==> config.mk <==
export PLATFORM = sky130hd
export DESIGN_NAME = period_generator
export DESIGN_NICKNAME = d
export VERILOG_FILES = /design/src/rtl/period_pkg.sv /design/src/rtl/tick_prescaler.sv /design/src/rtl/period_generator.sv
export SDC_FILE = /design/constraint.sdc
export NUM_CORES = 1
export LEC_CHECK = 0
export CORE_UTILIZATION = 45
export DETAILED_ROUTE_END_ITERATION = 8
export PLACE_DENSITY = 0.62
export SYNTH_ARGS = -nofsm -noshare
export SYNTH_HDL_FRONTEND = slang
export SYNTH_SLANG_ARGS = --single-unit
==> constraint.sdc <==
create_clock -name clk -period 8.3 [get_ports clk]
set_clock_uncertainty 0.05 [all_clocks]
set_input_delay 1.66 -clock clk [delete_from_list [all_inputs] [get_ports clk]]
set_output_delay 1.66 -clock clk [all_outputs]
set_load 0.05 [all_outputs]
==> src/rtl/period_pkg.sv <==
// -----------------------------------------------------------------------------
// period_pkg
// Shared definitions for the period generator and the period meter:
//   state_t        - IDLE / RUN run-state encoding
//   N_DIV_DEFAULT  - default clocks per time unit
//   DW_DEFAULT     - default prescaler width
//   PW_DEFAULT     - default period width in time units
// -----------------------------------------------------------------------------
package period_pkg;

  typedef enum logic {
    IDLE = 1'b0,
    RUN  = 1'b1
  } state_t;

  localparam int N_DIV_DEFAULT = 100;
  localparam int DW_DEFAULT    = 8;
  localparam int PW_DEFAULT    = 10;

endpackage

==> src/rtl/tick_prescaler.sv <==
// -----------------------------------------------------------------------------
// tick_prescaler
// DW-bit down counter that reloads to N_DIV-1 and flags a tick when it reaches
// zero, giving one tick every N_DIV clocks while clr is low.
//   clk   in  system clock, rising edge
//   rst   in  asynchronous active-high reset (counter loads N_DIV-1)
//   clr   in  synchronous reload to N_DIV-1 (holds the counter while idle)
//   tick  out high while the counter is zero (combinational from the counter)
// -----------------------------------------------------------------------------
module tick_prescaler
  import period_pkg::*;
#(
  parameter int N_DIV = N_DIV_DEFAULT,
  parameter int DW    = DW_DEFAULT
) (
  input  logic clk,
  input  logic rst,
  input  logic clr,
  output logic tick
);

  localparam logic [DW-1:0] RELOAD = DW'(N_DIV - 1);

  logic [DW-1:0] r_pre;

  // NOTE: sequential state is assigned with <= so every register samples the
  // values from before the edge, independent of statement order.
  always_ff @(posedge clk or posedge rst) begin
    if (rst) begin
      r_pre <= RELOAD;
    end else if (clr || (r_pre == '0)) begin
      r_pre <= RELOAD;
    end else begin
      r_pre <= r_pre - DW'(1);
    end
  end

  // With N_DIV=1 the reload value is zero, so tick is high every clock.
  assign tick = (r_pre == '0);

endmodule

==> src/rtl/period_generator.sv <==
// -----------------------------------------------------------------------------
// period_generator
// Emits a one-clock NE pulse every P_cur time units (one unit = N_DIV clocks)
// plus a registered square wave. A period loaded while running is held in
// P_nxt and takes effect only on the next period boundary, so no runt periods
// are produced.
//   clk      in  system clock, rising edge
//   rst      in  asynchronous active-high reset
//   en       in  run enable (level)
//   load     in  one-cycle strobe capturing P_in
//   P_in     in  requested period in time units
//   NE       out one-clock pulse at each period boundary (registered)
//   sq       out square wave, high for the first half of each period
//   P_cur    out period currently in effect
//   pending  out a loaded period is waiting for the next boundary
// -----------------------------------------------------------------------------
module period_generator
  import period_pkg::*;
#(
  parameter int N_DIV = N_DIV_DEFAULT,
  parameter int DW    = DW_DEFAULT,
  parameter int PW    = PW_DEFAULT
) (
  input  logic          clk,
  input  logic          rst,
  input  logic          en,
  input  logic          load,
  input  logic [PW-1:0] P_in,
  output logic          NE,
  output logic          sq,
  output logic [PW-1:0] P_cur,
  output logic          pending
);

  state_t        r_state, w_state_d;
  logic [PW-1:0] r_u, w_u_d;
  logic [PW-1:0] r_p_cur, w_p_cur_d;
  logic [PW-1:0] r_p_nxt, w_p_nxt_d;
  logic          r_pending, w_pending_d;
  logic          r_ne, w_ne_d;
  logic          r_sq, w_sq_d;

  logic          w_run;       // staying in RUN through this edge
  logic          w_tick;
  logic          w_boundary;
  logic [PW:0]   w_half;      // (P_cur+1)>>1, one bit wider so P_cur=max cannot wrap

  // Dropping en or running with a zero period both leave RUN on this edge.
  assign w_run = (r_state == RUN) && en && (r_p_cur != '0);

  tick_prescaler #(
    .N_DIV (N_DIV),
    .DW    (DW)
  ) u_prescaler (
    .clk  (clk),
    .rst  (rst),
    .clr  (!w_run),
    .tick (w_tick)
  );

  // NOTE: every signal driven here gets a default before any branch, so no
  // path leaves a value unassigned and no latch is inferred.
  always_comb begin
    w_state_d   = r_state;
    w_u_d       = r_u;
    w_p_cur_d   = r_p_cur;
    w_p_nxt_d   = r_p_nxt;
    w_pending_d = r_pending;
    w_ne_d      = 1'b0;
    w_boundary  = 1'b0;

    case (r_state)
      IDLE: begin
        w_u_d = '0;
        if (load) begin
          w_p_cur_d   = P_in;
          w_pending_d = 1'b0;   // discard any stale P_nxt from an earlier run
        end
        if (en && (r_p_cur != '0)) begin
          w_state_d = RUN;
        end
      end

      RUN: begin
        if (!w_run) begin
          w_state_d = IDLE;
          w_u_d     = '0;
        end else if (w_tick) begin
          if (r_u == (r_p_cur - PW'(1))) begin
            w_boundary = 1'b1;
            w_ne_d     = 1'b1;
            w_u_d      = '0;
          end else begin
            w_u_d = r_u + PW'(1);
          end
        end

        // A load on the boundary cycle bypasses P_nxt and governs the very
        // next period; otherwise it waits in P_nxt (last load wins).
        if (load) begin
          if (w_boundary) begin
            w_p_cur_d   = P_in;
            w_pending_d = 1'b0;
          end else begin
            w_p_nxt_d   = P_in;
            w_pending_d = 1'b1;
          end
        end else if (w_boundary && r_pending) begin
          w_p_cur_d   = r_p_nxt;
          w_pending_d = 1'b0;
        end
      end

      default: begin
        w_state_d = IDLE;
        w_u_d     = '0;
      end
    endcase

    // sq is computed from the post-edge state so it lines up with u and with
    // a period change taking effect on the same boundary.
    w_half = ({1'b0, w_p_cur_d} + (PW+1)'(1)) >> 1;
    w_sq_d = (w_state_d == RUN) && ({1'b0, w_u_d} < w_half);
  end

  always_ff @(posedge clk or posedge rst) begin
    if (rst) begin
      r_state   <= IDLE;
      r_u       <= '0;
      r_p_cur   <= '0;
      r_p_nxt   <= '0;
      r_pending <= 1'b0;
      r_ne      <= 1'b0;
      r_sq      <= 1'b0;
    end else begin
      r_state   <= w_state_d;
      r_u       <= w_u_d;
      r_p_cur   <= w_p_cur_d;
      r_p_nxt   <= w_p_nxt_d;
      r_pending <= w_pending_d;
      r_ne      <= w_ne_d;
      r_sq      <= w_sq_d;
    end
  end

  assign NE      = r_ne;
  assign sq      = r_sq;
  assign P_cur   = r_p_cur;
  assign pending = r_pending;

endmodule

# [Word level (Yosys, flattened, before mapping)]
# Index checks and enable logic that the tools add are counted.
[op_classes] n_mux=23 n_eq_ne=3 order_cmp=1 n_addsub=4 bitwise_logic=2 reduce_logical=11
[op_table] op="10-bit two-way mux" count=7
[op_table] op="10-bit one-hot mux with 2 select lines" count=2
[op_table] op="10-bit by 1-bit adder with 11-bit output (second input constant)" count=1
[op_table] op="1-bit two-way mux" count=11
[op_table] op="10-bit by 1-bit adder with 10-bit output (second input constant)" count=1
[op_table] op="10-bit == test" count=1
[op_table] op="10-bit less-than comparator" count=1
[op_table] op="10-bit nonzero test" count=1
[op_table] op="10-bit by 1-bit subtractor with 10-bit output (second input constant)" count=1
[op_table] op="8-bit logical NOT" count=1
[op_table] op="8-bit two-way mux" count=1
[op_table] op="8-bit by 1-bit subtractor with 8-bit output (second input constant)" count=1
[op_table] op="1-bit logical AND" count=5
[op_table] op="1-bit one-hot mux with 2 select lines" count=2
[op_table] op="3-bit by 2-bit != test with 1-bit output (second input constant)" count=1
[op_table] op="3-bit AND reduction" count=1
[op_table] op="2-bit != test (second input constant)" count=1
[op_table] op="1-bit inverter" count=2
[op_table] op="2-bit AND reduction" count=1
[op_table] op="1-bit logical NOT" count=1
[op_table] op="1-bit logical OR" count=1
[word_totals] out_inout_bits=13 inputBits=14 register_bits=42

# [Logic depth before layout (Yosys ltp)]
# Gate-level depths: netlist (run 1).
[depth] word_depth=13 ltp_mapped=19

# [Hierarchy]
# A second synthesis (run 1) with hierarchy kept.
[unflattened] hier_cells=300 hier_area_um2=2905.3
[modules_own_cells] mod="period_generator" cells_each=255 n_inst=1 area_each_um2=2437.3
[modules_own_cells] mod="tick_prescaler" cells_each=45 n_inst=1 area_each_um2=467.9

# [Least setup slack after synthesis (run 1)]
# Ideal clock, no wire load.
[synth_timing] path_type="reg2reg" start="register r_p_cur[0], in the netlist P_cur[0]" end="register r_sq, in the netlist sq" path_stages_with_launch=20 path_buffers=0 setup_ns=0.101 slack_ns=3.746 arrival_ns=4.403 period_less_slack_ns=4.554 cell_sequence="dfrtp_1 inv_1 ha_1 or4b_1 xor2_1 nor4_1 nor2_2 or4_4 nand2_4 o22a_2 o21a_1 ha_1 nand2_1 xor2_1 ha_1 a21o_1 a21o_1 a21oi_1 nor2_1 nor4_1"
[synth_via] elab_chain_len=13 word_cells_on_any_way=25 classes_between="add/sub (2); order compare (1); eq/ne (1); mux (16); reduce/logical (5)"
[synth_lines] element="start, declared" line="period_generator.sv:37" source="logic [PW-1:0] r_p_cur, w_p_cur_d;"
[synth_lines] element="start signal, assigned" line="period_generator.sv:138" source="r_p_cur <= w_p_cur_d;"
[synth_lines] element="10-bit by 1-bit subtractor with 10-bit output" line="period_generator.sv:89" source="if (r_u == (r_p_cur - PW'(1))) begin"
[synth_lines] element="10-bit == test" line="period_generator.sv:89"
[synth_lines] element="1-bit two-way mux" line="period_generator.sv:89"
[synth_lines] element="1-bit two-way mux" line="period_generator.sv:88" source="end else if (w_tick) begin"
[synth_lines] element="1-bit two-way mux" line="period_generator.sv:85" source="if (!w_run) begin"
[synth_lines] element="1-bit two-way mux" line="period_generator.sv:72" source="case (r_state)"
[synth_lines] element="1-bit logical AND" line="period_generator.sv:108" source="end else if (w_boundary && r_pending) begin"
[synth_lines] element="10-bit two-way mux" line="period_generator.sv:108"
[synth_lines] element="10-bit two-way mux" line="period_generator.sv:100" source="if (load) begin"
[synth_lines] element="10-bit one-hot mux with 2 select lines" line="period_generator.sv:72"
[synth_lines] element="10-bit by 1-bit adder with 11-bit output" line="period_generator.sv:122" source="w_half = ({1'b0, w_p_cur_d} + (PW+1)'(1)) >> 1;"
[synth_lines] element="10-bit less-than comparator" line="period_generator.sv:123" source="w_sq_d = (w_state_d == RUN) && ({1'b0, w_u_d} < w_half);"
[synth_lines] element="1-bit logical AND *" line="period_generator.sv:123"
[synth_lines] element="net w_sq_d" line="period_generator.sv:41" source="logic r_sq, w_sq_d;"
[synth_lines] element="end signal, assigned" line="period_generator.sv:142" source="r_sq <= w_sq_d;"
[synth_lines] element="end, declared" line="period_generator.sv:41"
# The timed path passes the listed nets; every way through them passes the cells marked *. The select of a mux whose other input is x is not followed.
# A chain may end at the register's enable or synchronous reset.

# [Worst setup path after layout (run 1)]
[layout_timing] start="input load" end="register r_sq, in the netlist sq"
[layout_via] elab_chain_len=5 word_cells_on_any_way=6 classes_between="add/sub (1); order compare (1); mux (3); reduce/logical (1)"
[layout_lines] element="start, declared" line="period_generator.sv:27" source="input logic load,"
[layout_lines] element="10-bit two-way mux, on equally long branches" line="period_generator.sv:100, period_generator.sv:75"
[layout_lines] element="10-bit one-hot mux with 2 select lines *" line="period_generator.sv:72"
[layout_lines] element="10-bit by 1-bit adder with 11-bit output *" line="period_generator.sv:122"
[layout_lines] element="10-bit less-than comparator *" line="period_generator.sv:123"
[layout_lines] element="1-bit logical AND *" line="period_generator.sv:123"
[layout_lines] element="net w_sq_d" line="period_generator.sv:41"
# The timed path passes the listed nets; every way through them passes the cells marked *.

==> flow_summary.toml, run 1 <==
[outcome]
run_status = "finished clean"

[floorplan]
rows = 28
coreArea_sq_um = 6060
dieArea_sq_um = 6790
die_x_microns = 82.4
ios = 27
die_y_microns = 82.4
start_util_pct = 48.0

[power_and_ir_drop]
p_leak_nw = 1.37
irDropWorstVdd_mv = 0.0934
power_density_nw_per_um2 = 172

[timing]
setup_viol = 0
rsz0062_at_grt = "no"
final_hold_viol_count = 0
max_slew_margin_pct = 45.9
fin_tns_setup_ns = 0
fin_crit_ns = 5.30
max_freq_mhz = 189
drv_slew = 0
finalCritPeriodShare_pct = 63.8
worst_pin_slew_ns = 0.805
finalWorstSetupSlack_ns = 3.00

[finish]
drive_above_1_share_pct = 13.9
seq_area_sq_um = 1060
layout_commonest_cell = "dfrtp_1"
antenna_cells = 0
areaGrowthSynthToFinish_pct = 14.8
layout.nets = 357
fill_cells = 555
layout_common_cells = "38 x dfrtp_1, 30 x nand2_1, 28 x nor2_1, 26 x clkdlybuf4s50_1, 17 x xnor2_1"
multiInputGateArea_sq_um = 1770

[yosys]
synthArstFlopShare_pct = 100
yosys.area_share.simple_pct = 23.2
syn_avg_cell_area_sq_um = 9.57
synth_cells = 304
synth-xor-area-share_pct = 9.94
synth_top_family_by_area = "simple AND/OR/NAND/NOR gates"
synth_compound_area_share_pct = 13.7
yosysWarnings = 0
synth_edf_count = 0
synth_nets = 331
ys_types = 64
ys_seq_area_share_pct = 36.3
synthMuxAreaShare_pct = 8.56
synthFlopType = "dfrtp_1"
yosys-top-cells-area = "dfrtp_1 33%, mux2_2 5.8%, ha_1 5.6%, xnor2_1 5.1%, xor2_1 4.8%"
yosys.area_share.adder_pct = 5.59
synth_top_area_share_pct = 32.7
synth_area_sq_um = 2910
synth_seq_cells = 42
yosysTopAreaCell = "dfrtp_1"

[cts]
clock_path_buffers = 2
tritoncts = "done"
cts_inserted_buffers = 5
h-tree-depth = 2
cts.sinks = 42
insertion_delay_ns = 0.30
post_cts_buffers = 0
path_clk_slew_ns = 0.08
post_cts_resized = 0
clock-root-buffer = "clkbuf_8"
cts_hold_buffers = 0

[global_route]
overflow = 0
grt_pass1_vias = 2301
grt_pass1_wl_microns = 11500
grt_max_degree = 43
grt_usage_pct = 23.0
antenna_found_initial = 0

[detailed_routing]
drc_errors = 0
vias = 2375
wire_per_inst_microns = 17.1
wirelength_microns = 6960
final_antenna_net_count = 0
drt_iter0_drc = 170
via_per_inst = 5.85
first_pass_iters = 5

[critical_path]
crit_path_start = "load"
crit_arrival_ns = 5.46
worstPathRequired_ns = 8.46
cp_max_fo = 19
critical_path_class = "in2reg"
end_kind = "flip-flop"
start_kind = "input pin"
critPathCapture = "sq$_DFF_PP0_"
reg2reg_to = "sq$_DFF_PP0_"
r2r-start = "P_cur[0]$_DFF_PP0_"
r2r_slack_ns = 3.56
reg2reg_depth = 19

[job]
drv_cap = 0

[placed_design]
pre_cts_ws_ns = 2.69
numPortBuffers = 26
dp.final_hpwl_microns = 5380
place.gp.congestion = 0.856

[hold_path]
min_path_type = "reg2reg"
hold_depth = 1
==> kinds of logic (layout without fill, tap and decap cells) <==
| family | Yosys count | in the layout |
|---|---|---|
| buf+inv | 18 | 45 |
| compound gates | 55 | 55 |
| simple gates | 120 | 120 |
| flops | 42 | 42 |
| xor+xnor | 33 | 33 |
| fa+ha+maj | 13 | 13 |
| mux | 23 | 23 |
==> power breakdown <==
part	switching, W	leakage, nW	internal (W)
logic	0.0000976	0.799	0.0000673
clock network	0.0000734	0.0524	0.0000901
registers	0.0000258	0.520	0.000221
total	0.000197	1.37	0.000378
==> worst min path at each step <==
stage,start,end,slack [ns]
floorplan,u_prescaler.r_pre[0]$_DFF_PP1_,u_prescaler.r_pre[0]$_DFF_PP1_,0.38
CTS,u_prescaler.r_pre[0]$_DFF_PP1_,u_prescaler.r_pre[0]$_DFF_PP1_,0.43
detailed placement,u_prescaler.r_pre[0]$_DFF_PP1_,u_prescaler.r_pre[0]$_DFF_PP1_,0.41
finish,u_prescaler.r_pre[0]$_DFF_PP1_,u_prescaler.r_pre[0]$_DFF_PP1_,0.42
global placement,u_prescaler.r_pre[0]$_DFF_PP1_,u_prescaler.r_pre[0]$_DFF_PP1_,0.40
global route,u_prescaler.r_pre[0]$_DFF_PP1_,u_prescaler.r_pre[0]$_DFF_PP1_,0.45
==> metal layers <==
metal,part of all wire [%],global-route usage (%),up-vias
met5,0,0,-
li1,-,-,1155
met4,2.8,9.12,0
met1,49,33.0,1136
met3,4.4,3.52,16
met2,43,34.5,68
==> synth_stat cells (2+ instances only) <==
master    instances
o31ai_1           2
o21a_1            2
o211a_1           2
nand4_1           6
clkbuf_1          4
nor3b_1           2
nor3_1            5
nor2_2            2
or4_1             2
and3_1            2
buf_2             3
a21o_1            2
nand3_1          10
dfrtp_1          38
o22ai_1           3
nor2b_1           6
a31oi_1           3
o211ai_1          3
xor2_1           16
nand2b_1          2
nor2_1           28
or4_4             2
nand2_1          30
mux2i_1           8
a21oi_1          15
mux2_2           15
inv_1             9
xnor2_1          17
o31a_1            2
nor4_1            7
dfstp_2           4
or3_1             2
ha_1             13
o21ai_0           7
==> state kept, by name (all words and copies together) (netlist names) <==
signal             count
pending                1
r_p_nxt               10
P_cur                 10
u_prescaler.r_pre      8
sq                     1
NE                     1
r_state                1
r_u                   10
==> cell type report <==
type,instances,area share [%]
inverters,9,1.01
flip-flops and latches,42,31.6
clock buffers,7,2.29
repair buffers,28,8.24
multi-input cells,244,53.1
well taps,75,2.81
clock inverters,1,0.899
==> metrics by stage <==
step           area [sq um]  utilization [%]  total power [W]  instances  hold WS [ns]
6_report               3340             55.1         0.000575        406         0.419
5_1_grt                3340             55.1         0.000604        406         0.448
4_1_cts                3340             55.1         0.000577        406         0.427
3_5_place_dp           3230             53.3         0.000415        398         0.409
3_3_place_gp           3230             53.3         0.000415        398         0.397
2_1_floorplan          2910                -         0.000364        304         0.383
==> critical path: stages <==
cell and delay [ns]:
clkdlybuf4s50_1 0.89, nor2b_1 0.70, o21ba_2 0.30, nand2_4 0.10, o22a_2 0.15, o21a_1 0.11
ha_1 0.24, nand2_1 0.09, xor2_1 0.15, ha_1 0.30, a21o_1 0.16, a21o_1 0.17
a21oi_1 0.13, nor2_1 0.05, nor4_1 0.24
Note: power is estimated with default switching activity, not from simulation.
==> run 2: changes to the inputs <==
clock period = 5.5 ns   (was 8.3 ns; I/O delays follow)
==> run 2 against run 1 <==
Combinational power grew 55%; non-clock buffer count up 4; sequential share of layout area shrank 0.31 points; critical path depth grew 4; critical path type is now reg2reg; sequential power increased by 50%; utilization rose by 0.54 points; critical endpoint unchanged; worst hold slack gained 0.0034 ns; via count up 1.4%; global-route usage rose by 0.38 points; worst setup slack worse by 2.2 ns; register-to-register slack worse by 2.8 ns.
==> flow_summary.toml, run 2 (synthesized netlist as in run 1, its figures left out) <==
[placed_design]
placed_area_sq_um = 3260
place.gp.congestion = 0.913
numPortBuffers = 26
dp.final_hpwl_microns = 5500

[finish]
layout_common_cells = "38 x dfrtp_1, 30 x nand2_1, 28 x nor2_1, 26 x clkdlybuf4s50_1, 17 x xnor2_1"
layout.nets = 361
layout_commonest_cell = "dfrtp_1"
areaGrowthSynthToFinish_pct = 15.9
finalInstanceArea_sq_um = 3370
antenna_cells = 0
fill_cells = 566
drive_above_1_share_pct = 15.5

[timing]
rsz0062_at_grt = "no"
drv_slew = 0
finalCritPeriodShare_pct = 86.0
worst_pin_slew_ns = 0.811
setup_viol = 0
fin_tns_setup_ns = 0
max_slew_margin_pct = 45.5
fin_hold_ws_ns = 0.422
fin_crit_ns = 4.73
max_freq_mhz = 211
final_hold_viol_count = 0

[job]
drv_cap = 0

[detailed_routing]
via_per_inst = 5.87
wire_per_inst_microns = 17.7
drt_iter0_drc = 176
final_antenna_net_count = 0
wirelength_microns = 7280
drc_errors = 0
vias = 2408
first_pass_iters = 4

[critical_path]
cp_max_fo = 7
start_kind = "flip-flop"
reg2reg_depth = 19
crit_arrival_ns = 4.89
end_kind = "flip-flop"
worstPathRequired_ns = 5.66
critical_path_class = "reg2reg"
slowest_delay_ns = 0.59
cp_slowest_cell = "or4_4"
crit_path_frequent_cell = "ha_1"
path_cells = "inv_1 > ha_1 > or4b_1 > xor2_1 > nor4_1 > nor2_2 > or4_4 > nand2_4 > o22a_2 > o21a_1 > ha_1 > nand2_1 > xor2_1 > ha_1 > a21o_1 > a21o_1 > a21oi_1 > nor2_1 > nor4_1"

[global_route]
antenna_found_initial = 0
grt_pass1_wl_microns = 11600
grt_usage_pct = 23.4
overflow = 0
grt_pass1_vias = 2267
grt_max_degree = 43

[floorplan]
ios = 27
die_x_microns = 82.4
start_util_pct = 48.0
die_y_microns = 82.4
dieArea_sq_um = 6790
coreArea_sq_um = 6060
rows = 28

[cts]
clock_path_buffers = 2
post_cts_resized = 0
h-tree-depth = 2
cts_inserted_buffers = 5
tritoncts = "done"
insertion_delay_ns = 0.30
cts.sinks = 42
cts_hold_buffers = 0
post_cts_buffers = 0
path_clk_slew_ns = 0.08
clock-root-buffer = "clkbuf_8"

[power_and_ir_drop]
power_density_nw_per_um2 = 259
p_leak_nw = 1.40
irDropWorstVdd_mv = 0.160

[hold_path]
hold_depth = 1
min_path_type = "reg2reg"

[outcome]
run_status = "finished clean"
[run 2: per-layer routing]
layer / routed length, microns / GRT usage (%)
met3: 322 / 3.96
met5: 0 / 0
met1: 3520 / 32.8
met4: 69 / 5.79
met2: 3360 / 37.4
[run 2: layout make-up]
class	instances	area (sq um)	share of cell area, %
well taps	75	93.8	2.78
clock inverters	3	40.0	1.19
repair buffers	32	305	9.05
clock buffers	5	68.8	2.04
multi-input cells	244	1770	52.6
flip-flops and latches	42	1060	31.3
inverters	9	33.8	1.00
[run 2: metrics by stage]
step | instances | worst slack (ns) | util (%) | total power (W)
after CTS | 410 | 0.790 | 55.6 | 0.000879
after global placement | 402 | 0.830 | 53.8 | 0.000630
final | 410 | 0.769 | 55.6 | 0.000873
after global routing | 410 | 0.478 | 55.6 | 0.000915
after detailed placement | 402 | 0.728 | 53.8 | 0.000630
after floorplan | 304 | 0.946 | - | 0.000549
[run 2: power breakdown]
group	internal, W	switching, W
clock network	0.000134	0.000114
registers	0.000333	0.0000369
logic	0.000104	0.000151
total	0.000571	0.000301
[run 2: path summary, 6_finish.rpt]
kind                                                  endpoint  slack, ns                      startpoint
worst min-delay path            u_prescaler.r_pre[0]$_DFF_PP1_       0.42  u_prescaler.r_pre[0]$_DFF_PP1_
min in group asynchronous                  pending$_DFFE_PP0P_       1.18                             rst
worst min register to register  u_prescaler.r_pre[0]$_DFF_PP1_       0.42  u_prescaler.r_pre[0]$_DFF_PP1_
max in group asynchronous       u_prescaler.r_pre[0]$_DFF_PP1_       3.85                             rst
worst max register to register                    sq$_DFF_PP0_       0.77              P_cur[0]$_DFF_PP0_
worst max-delay path                              sq$_DFF_PP0_       0.77              P_cur[0]$_DFF_PP0_
[run 2: critical path: cells and delay by family, from the launching register on]
family                     cells  cell delay [ns]
xor gates and xnor gates       2             0.34
buffers and inverters          1             0.11
AOI/OAI and AO/OA              5             0.72
DFF                            1             0.47
and+or+nand+nor                8             2.15
adders and majority gates      3             0.79
==> run 3: changes to the inputs <==
MAX_ROUTING_LAYER = met4   (was not set)
SKIP_CTS_REPAIR_TIMING = 1   (was not set)
clock period = 4.8 ns   (was 5.5 ns; I/O delays follow)
==> run 3 against run 2 <==
Clock-buffer cell count up 2; register-to-register slack worse by 0.43 ns; combinational power rose by 19%; fmax grew 6.2%; flip-flop and latch count stayed put; worst setup slack worse by 0.43 ns; die area unchanged; wire length rose by 1.3%; cell count grew 1.5%; critical endpoint unchanged.
==> flow_summary.toml, run 3 (synthesized netlist as in run 1, its figures left out) <==
[finish]
seq_area_sq_um = 1060
fin_cells = 416
layout_commonest_cell = "dfrtp_1"
fill_cells = 551
layout.nets = 367
multiInputGateArea_sq_um = 1780
drive_above_1_share_pct = 17.0
areaGrowthSynthToFinish_pct = 17.7
antenna_cells = 0
layout_common_cells = "38 x dfrtp_1, 30 x nand2_1, 28 x nor2_1, 26 x clkdlybuf4s50_1, 17 x xnor2_1"

[placed_design]
placed_cells = 408
place.gp.congestion = 0.914
dp.final_hpwl_microns = 5640
numPortBuffers = 26

[critical_path]
cp_max_fo = 7
critical_path_class = "reg2reg"
end_kind = "flip-flop"
worstPathRequired_ns = 4.95
start_kind = "flip-flop"
crit_arrival_ns = 4.61
r2r_slack_ns = 0.34

[detailed_routing]
via_per_inst = 5.85
drc_errors = 0
first_pass_iters = 4
final_antenna_net_count = 0
wire_per_inst_microns = 17.7
vias = 2434
wirelength_microns = 7370
drt_iter0_drc = 169

[timing]
fin_hold_ws_ns = 0.413
fin_crit_ns = 4.46
setup_viol = 0
finalCritPeriodShare_pct = 92.8
fin_tns_setup_ns = 0
max_freq_mhz = 224
rsz0062_at_grt = "no"
worst_pin_slew_ns = 0.553
drv_slew = 0
final_hold_viol_count = 0
max_slew_margin_pct = 62.8

[cts]
path_clk_slew_ns = 0.08
clock-root-buffer = "clkbuf_8"
tritoncts = "done"
cts.sinks = 42
clock_path_buffers = 2
insertion_delay_ns = 0.30
cts_inserted_buffers = 5
h-tree-depth = 2

[power_and_ir_drop]
power_density_nw_per_um2 = 293
irDropWorstVdd_mv = 0.197
p_leak_nw = 1.42

[global_route]
grt_pass1_vias = 2252
use_met1_pct = 32.7
grt_max_degree = 43
globalRouteMet3Util_pct = 4.73
overflow = 0
grt_usage_pct = 24.2
grt_pass1_wl_microns = 11600
antenna_found_initial = 0
use_met2_pct = 36.6
grt-busiest-layer = "met2"

[floorplan]
start_util_pct = 48.0
dieArea_sq_um = 6790
ios = 27
rows = 28
die_x_microns = 82.4
die_y_microns = 82.4
coreArea_sq_um = 6060

[outcome]
run_status = "finished clean"

[hold_path]
min_path_type = "reg2reg"

[job]
drv_cap = 0
==> run 3: power breakdown <==
part           internal [W]  total [W]  switching [W]
Sequential         0.000382   0.000424      0.0000421
Clock              0.000156   0.000277       0.000121
Combinational      0.000125   0.000303       0.000179
==> run 3: layout make-up <==
cell class / count / share of cell area [%]
clock buffers: 7 / 2.23
well taps: 75 / 2.74
multi-input cells: 244 / 52.1
clock inverters: 1 / 0.877
inverters: 9 / 0.986
flip-flops and latches: 42 / 30.8
repair buffers: 38 / 10.2
==> run 3: metrics by stage <==
step	cell area, sq um	total power, W	utilization, %	setup slack (ns)
CTS	3410	0.00101	56.3	0.238
global route	3420	0.00106	56.5	0.00895
global placement	3310	0.000729	54.6	0.376
finish	3420	0.00100	56.5	0.344
detailed placement	3310	0.000729	54.6	0.278
floorplan	2910	0.000629	-	0.246
==> run 3: path summary, 6_finish.rpt <==
check	depth (start not counted)	end	start
worst max register to register	19	sq$_DFF_PP0_	P_cur[0]$_DFF_PP0_
worst min-delay path	1	u_prescaler.r_pre[0]$_DFF_PP1_	u_prescaler.r_pre[0]$_DFF_PP1_
worst min register to register	1	u_prescaler.r_pre[0]$_DFF_PP1_	u_prescaler.r_pre[0]$_DFF_PP1_
worst max-delay path	19	sq$_DFF_PP0_	P_cur[0]$_DFF_PP0_
min in group asynchronous	3	pending$_DFFE_PP0P_	rst
max in group asynchronous	3	u_prescaler.r_pre[5]$_DFF_PP1_	rst
==> run 3: layer usage <==
metal,routed length [microns],vias to the layer above
li1,-,1174
met3,550,11
met5,0,-
met2,3370,84
met4,116,0
met1,3330,1165
==> run 3: critical path, stage by stage (launching register included) <==
cell     delay, ns
dfrtp_1       0.46
inv_1         0.11
ha_1          0.26
or4b_1        0.51
xor2_1        0.20
nor4_2        0.23
nor2_2        0.06
or4_4         0.56
nand2_4       0.12
o22a_2        0.15
o21a_1        0.11
ha_1          0.24
nand2_1       0.09
xor2_1        0.15
ha_1          0.30
a21o_1        0.16
a21o_1        0.17
a21oi_1       0.13
nor2_1        0.05
nor4_1        0.23
